$ cat src/rtl/aes_wb_slave_pkg.sv
// Shared definitions for the AES Wishbone slave: register word indices, CTRL/STATUS bit
// positions, FSM state encoding and a byte-lane merge helper.
package aes_wb_slave_pkg;

  // Word index = byte offset >> 2.
  localparam logic [3:0] AesCtrl   = 4'h0;
  localparam logic [3:0] AesStatus = 4'h1;
  localparam logic [3:0] AesDin0   = 4'h2;
  localparam logic [3:0] AesDin1   = 4'h3;
  localparam logic [3:0] AesDin2   = 4'h4;
  localparam logic [3:0] AesDin3   = 4'h5;
  localparam logic [3:0] AesDout0  = 4'h6;
  localparam logic [3:0] AesDout1  = 4'h7;
  localparam logic [3:0] AesDout2  = 4'h8;
  localparam logic [3:0] AesDout3  = 4'h9;

  localparam int unsigned CtrlStartBit    = 0;
  localparam int unsigned CtrlIrqEnBit    = 1;
  localparam int unsigned StatReadyBit    = 0;
  localparam int unsigned StatDoneBit     = 1;
  localparam int unsigned StatOverrunBit  = 2;
  localparam int unsigned StatBusyBit     = 3;

  typedef enum logic [1:0] {
    StIdle    = 2'd0,
    StIssued  = 2'd1,
    StRunning = 2'd2
  } aes_state_e;

  function automatic logic [31:0] merge_bytes(input logic [31:0] old_val,
                                              input logic [31:0] new_val,
                                              input logic [3:0]  sel);
    logic [31:0] res;
    for (int b = 0; b < 4; b++) begin
      res[b*8 +: 8] = sel[b] ? new_val[b*8 +: 8] : old_val[b*8 +: 8];
    end
    return res;
  endfunction

endpackage

$ cat src/rtl/aes_wb_slave.sv
// Wishbone B4 classic register bank driving the AES wrapper start/ready handshake, with
// plaintext/result registers, sticky DONE/OVERRUN status and a level interrupt.
module aes_wb_slave
  import aes_wb_slave_pkg::*;
#(
  parameter int unsigned ADDR_W = 6
) (
  input  logic              clk,
  input  logic              rst,
  input  logic              wb_cyc_i,
  input  logic              wb_stb_i,
  input  logic              wb_we_i,
  input  logic [ADDR_W-1:0] wb_adr_i,
  input  logic [31:0]       wb_dat_i,
  input  logic [3:0]        wb_sel_i,
  output logic [31:0]       wb_dat_o,
  output logic              wb_ack_o,
  output logic              aes_start,
  output logic [31:0]       aes_in0,
  output logic [31:0]       aes_in1,
  output logic [31:0]       aes_in2,
  output logic [31:0]       aes_in3,
  input  logic [31:0]       aes_out0,
  input  logic [31:0]       aes_out1,
  input  logic [31:0]       aes_out2,
  input  logic [31:0]       aes_out3,
  input  logic              aes_ready,
  output logic              irq
);

  aes_state_e  state_q, state_d;
  logic        ack_q, ack_d;
  logic [31:0] dat_q, dat_d;
  logic        start_q, start_d;
  logic        irq_en_q, irq_en_d;
  logic        done_q, done_d;
  logic        ovr_q, ovr_d;
  logic        irq_q, irq_d;
  logic [31:0] din_q  [4];
  logic [31:0] din_d  [4];
  logic [31:0] dout_q [4];
  logic [31:0] dout_d [4];

  logic        acc, wr, rd, start_req, hw_done, hw_ovr;
  logic [3:0]  idx, din_off;
  logic [31:0] status_word;
  logic        unused_adr;

  assign unused_adr = ^wb_adr_i;
  assign idx        = wb_adr_i[5:2];
  assign din_off    = idx - AesDin0;

  always_comb begin
    state_d  = state_q;
    ack_d    = 1'b0;
    dat_d    = 32'h0;
    start_d  = 1'b0;
    irq_en_d = irq_en_q;
    done_d   = done_q;
    ovr_d    = ovr_q;
    din_d    = din_q;
    dout_d   = dout_q;
    hw_done  = 1'b0;
    hw_ovr   = 1'b0;

    acc       = wb_cyc_i & wb_stb_i & ~ack_q;
    wr        = acc & wb_we_i;
    rd        = acc & ~wb_we_i;
    ack_d     = acc;
    start_req = wr && (idx == AesCtrl) && wb_sel_i[0] && wb_dat_i[CtrlStartBit];

    status_word                 = 32'h0;
    status_word[StatReadyBit]   = aes_ready;
    status_word[StatDoneBit]    = done_q;
    status_word[StatOverrunBit] = ovr_q;
    status_word[StatBusyBit]    = (state_q != StIdle);

    if (wr) begin
      case (idx)
        AesCtrl: begin
          if (wb_sel_i[0]) irq_en_d = wb_dat_i[CtrlIrqEnBit];
        end
        AesStatus: begin
          if (wb_sel_i[0] && wb_dat_i[StatDoneBit])    done_d = 1'b0;
          if (wb_sel_i[0] && wb_dat_i[StatOverrunBit]) ovr_d  = 1'b0;
        end
        AesDin0, AesDin1, AesDin2, AesDin3: begin
          // Plaintext is frozen while the wrapper may still be sampling it.
          if (state_q == StIdle) begin
            din_d[din_off[1:0]] = merge_bytes(din_q[din_off[1:0]], wb_dat_i, wb_sel_i);
          end else begin
            hw_ovr = 1'b1;
          end
        end
        default: ;
      endcase
    end

    case (state_q)
      StIdle: begin
        if (start_req) begin
          start_d = 1'b1;
          state_d = StIssued;
        end
      end
      StIssued: begin
        if (!aes_ready) state_d = StRunning;
      end
      StRunning: begin
        if (aes_ready) begin
          dout_d[0] = aes_out0;
          dout_d[1] = aes_out1;
          dout_d[2] = aes_out2;
          dout_d[3] = aes_out3;
          hw_done   = 1'b1;
          state_d   = StIdle;
        end
      end
      default: state_d = StIdle;
    endcase

    if (start_req && (state_q != StIdle)) hw_ovr = 1'b1;

    // Hardware set overrides a same-cycle W1C.
    if (hw_done) done_d = 1'b1;
    if (hw_ovr)  ovr_d  = 1'b1;

    irq_d = done_q & irq_en_q;

    if (rd) begin
      case (idx)
        AesCtrl:   dat_d = {30'h0, irq_en_q, 1'b0};
        AesStatus: dat_d = status_word;
        AesDin0:   dat_d = din_q[0];
        AesDin1:   dat_d = din_q[1];
        AesDin2:   dat_d = din_q[2];
        AesDin3:   dat_d = din_q[3];
        AesDout0:  dat_d = dout_q[0];
        AesDout1:  dat_d = dout_q[1];
        AesDout2:  dat_d = dout_q[2];
        AesDout3:  dat_d = dout_q[3];
        default:   dat_d = 32'h0;
      endcase
    end
  end

  always_ff @(posedge clk) begin
    if (!rst) begin
      state_q  <= StIdle;
      ack_q    <= 1'b0;
      dat_q    <= 32'h0;
      start_q  <= 1'b0;
      irq_en_q <= 1'b0;
      done_q   <= 1'b0;
      ovr_q    <= 1'b0;
      irq_q    <= 1'b0;
      for (int i = 0; i < 4; i++) begin
        din_q[i]  <= 32'h0;
        dout_q[i] <= 32'h0;
      end
    end else begin
      state_q  <= state_d;
      ack_q    <= ack_d;
      dat_q    <= dat_d;
      start_q  <= start_d;
      irq_en_q <= irq_en_d;
      done_q   <= done_d;
      ovr_q    <= ovr_d;
      irq_q    <= irq_d;
      for (int i = 0; i < 4; i++) begin
        din_q[i]  <= din_d[i];
        dout_q[i] <= dout_d[i];
      end
    end
  end

  assign wb_dat_o  = dat_q;
  assign wb_ack_o  = ack_q;
  assign aes_start = start_q;
  assign aes_in0   = din_q[0];
  assign aes_in1   = din_q[1];
  assign aes_in2   = din_q[2];
  assign aes_in3   = din_q[3];
  assign irq       = irq_q;

endmodule

$ cat config.mk
export PLATFORM = sky130hd
export DESIGN_NAME = aes_wb_slave
export DESIGN_NICKNAME = d
export VERILOG_FILES = /design/src/rtl/aes_wb_slave_pkg.sv /design/src/rtl/aes_wb_slave.sv
export SDC_FILE = /design/constraint.sdc
export NUM_CORES = 1
export LEC_CHECK = 0
export ABC_AREA = 0
export CAP_MARGIN = 25
export CORE_UTILIZATION = 52
export CTS_CLUSTER_SIZE = 16
export DETAILED_ROUTE_END_ITERATION = 8
export PLACE_DENSITY = 0.92
export SLEW_MARGIN = 20
export SYNTH_ARGS = -nofsm -noshare
export SYNTH_HDL_FRONTEND = slang
export SYNTH_SLANG_ARGS = --single-unit
$ cat constraint.sdc
create_clock -name clk -period 3.7 [get_ports clk]
set_input_delay 0.74 -clock clk [delete_from_list [all_inputs] [get_ports clk]]
set_output_delay 0.74 -clock clk [all_outputs]
set_load 0.005 [all_outputs]
==> summary.md <==
| Metric | Value |
|---|---|
| Worst R2R Start | state_q[0] |
| Cells on worst reg2reg path | 5 |
| Final clock skew | 12.3 ps |
| Worst Path Max Fanout | 22 |
| Max Cap Viol | 0 |
| Design Area, Final | 0.0168 sq mm |
| Post-Synthesis Net Count | 1612 |
| Largest net degree at the start of global routing | 138 |
| Area leader, netlist | dfxtp_1 |
| # nets final | 1891 |
| Fin crit period | 2820 ps |
| Worst R2R End | aes_in3[21] |
| DR vias | 12300 |
| Power density over cell area | 407 mW/mm^2 |
| Hold path cells | 2 |
| Count of different cell masters after synthesis | 49 |
| Flop pwr share | 0.468 |
| NetSw | 1.54 mW |
| Post-synthesis cell area | 0.0122 sq mm |
| Fin cells | 2050 |
| CTS tree | yes |
| Placed cell count | 1996 |
| F_max | 355 MHz |
| First-pass DRT Iterations | 7 |
| YS warnings | 0 |
| Clk pin slew, worst setup/hold paths | 60 ps |
| Area share of the largest cell type after synthesis | 0.485 |
| Period utilisation layout | 0.762 |
| Grt ovf | 0 |
| I/O Pins | 339 |
| Met3 usage | 0.0852 |
| Most frequent cells in the layout | nand2_1 (387), clkdlybuf4s50_1 (335), dfxtp_1 (296), a21oi_1 (168), o21ai_1 (121) |
| Chip Width | 155 um |
| WL/cell | 21.0 um |
| FF+latch count, synth | 296 |
| Layout cells sized above 1 | 0.0702 |
| Starting Density | 0.535 |
| Worst rel slew slack | 0.389 |
| # rows | 55 |
| Antenna violations before repair | 0 |
| Hold_sp | dout_q[83] |
| Final hold vios | 0 |
| Hold buffer count at CTS | 0 |
| Final slew viol count | 0 |
| First-pass GRT wire length | 65000 um |
| Synthesis-to-finish area growth | 37.5% |
| Mapped Cells | 1436 |
| Pint | 5.29 mW |
| Met1 usage | 0.422 |
| Port Buffer Count | 336 |
| Resized cells post-CTS | 0 |
| Dominant cells by area after synthesis | dfxtp_1 (48%), nand2_1 (12%), a21oi_1 (6.9%) |
| Comb power frac | 0.077 |
| Routed Antenna Nets | 0 |
| VDD IR max | 0.339 mV |
| Die area | 0.0241 sq mm |
| Overall routed net length | 43000 um |
| DRT iter0 DRCs | 1389 |
| HP Class | reg2reg |
| Antenna diodes | 0 |
| Outcome | complete, no violations |
| Clock buffer count from CTS | 30 |
| # setup viols final | 0 |
| Dpl hpwl | 28400 um |
| Commonest non-fill, non-tap cell in the layout | nand2_1 |
| Final TNS setup | 0 ps |
| H-Tree Depth | 1 |
| Chip Height | 155 um |
| Worst-Skew Late Latency | 560 ps |
| Clock power share | 0.455 |
| Total GRT Usage | 0.342 |
| Drt drc | 0 |
| # clock sinks | 296 |
| Startpoint Class | input pin |
| Worst R2R Setup Slack | 1640 ps |
| Crit. End Element | flop |
| Placed Area | 0.0158 sq mm |
| CTS Buffer Depth | 3 |
| Global routing usage on met2 | 0.570 |
| Final Wtd Congestion | 0.912 |
| Type of the worst setup path | in2reg |
| Root buffer cell | clkbuf_16 |
| Post-CTS setup repair buffer count | 0 |
| Worst Max-Slew Pin Slew | 917 ps |
| Core ar. | 0.0228 sq mm |
| Via/cell ratio | 6.02 |
| Worst endpoint data arrival time | 3300 ps |
| Leak | 5.76 nW |
| RSZ-0062 raised after global routing | false |
| Sequential share of the synthesized area | 0.485 |
| Switching Share | 0.225 |
| Worst Path Required | 4180 ps |
| Busiest grt layer | met2 |
| Vias in the first global route | 11900 |
| Syn_area_per_cell | 8.51 sq um |
| Hold Path End | dout_q[83] |
[final cells by class]
class	count	area, sq um
fill	1596	6050
sequential	296	5930
multi-input combinational	1020	5790
timing repair buffer	363	3650
clock buffer	44	873
tap	313	392
clock inverter	10	141
inverter	4	17.5
[synth_stat cells (all sizes together)]
cell,count
a32o,1
nor3,10
mux4,3
mux2i,74
o211ai,2
nand4,3
and4b,3
nand2b,34
dfxtp,296
a41oi,5
nor2,22
o32ai,1
a21bo,1
a222oi,27
and4,1
o21bai,1
nor4b,1
or2,1
or3b,1
mux2,31
inv,4
nand3b,2
nand3,6
a2111oi,1
buf,54
xnor2,1
xor2,1
nor3b,1
and3,3
nor4,3
a221o,28
a211oi,5
and2,1
o21ai,128
a211o,1
nand2,387
o22ai,29
a221oi,1
clkbuf,62
a21oi,168
nor2b,32
[layer usage]
layer | wire length, um | part of all wire
met3 | 5200 | 0.12
met1 | 16100 | 0.37
met4 | 1770 | 0.041
met5 | 0 | 0
met2 | 19900 | 0.46
[through the flow]
stage	hold slack, ps	util	worst slack, ps	total power [mW]
after global routing	468	0.735	799	7.01
final	454	0.735	881	6.83
after CTS	455	0.735	946	6.84
after detailed placement	446	0.691	439	3.78
after global placement	439	0.691	546	3.78
after floorplan	432	-	1600	3.49
[logic make-up after synthesis]
group,count (synthesis),synth area share
AOI/OAI and AO/OA,399,0.194
xor gates and xnor gates,2,0.00205
buffers and inverters,120,0.0448
DFF,296,0.485
muxes,108,0.0947
and+or+nand+nor,511,0.179
[worst max-delay path by stage]
stage                   endpoint  depth (start not counted)  slack [ps]   startpoint
floorplan           wb_dat_o[10]                          6        1600  wb_adr_i[2]
detailed placement  wb_dat_o[29]                          7         440  wb_adr_i[3]
global route         wb_dat_o[8]                          7         800  wb_adr_i[3]
finish               wb_dat_o[8]                          7         880  wb_adr_i[3]
CTS                  wb_dat_o[8]                          7         950  wb_adr_i[3]
global placement    wb_dat_o[30]                          7         550  wb_adr_i[3]
[critical path, stage by stage]
cell and delay [ps]:
clkdlybuf4s50_1 790, buf_12 250, nand2b_1 190, nor2_2 510
buf_4 370, a222oi_1 190, a21oi_1 240
[state kept, by name, summed over array words and instances, names as in the netlist]
register and flops:
aes_in0 32, aes_in1 32, aes_in2 32, aes_in3 32, aes_start 1, done_q 1
dout_q 128, irq 1, irq_en_q 1, ovr_q 1, state_q 2, wb_ack_o 1
wb_dat_o 32
[power groups by stage]
stage	clock network [mW]	logic, mW	registers [mW]
after floorplan	0	0.226	3.27
after global placement	0	0.507	3.27
after detailed placement	0	0.509	3.27
after CTS	3.13	0.516	3.20
after global routing	3.26	0.545	3.20
final	3.11	0.525	3.20
Power figures use the tool's default switching activity.
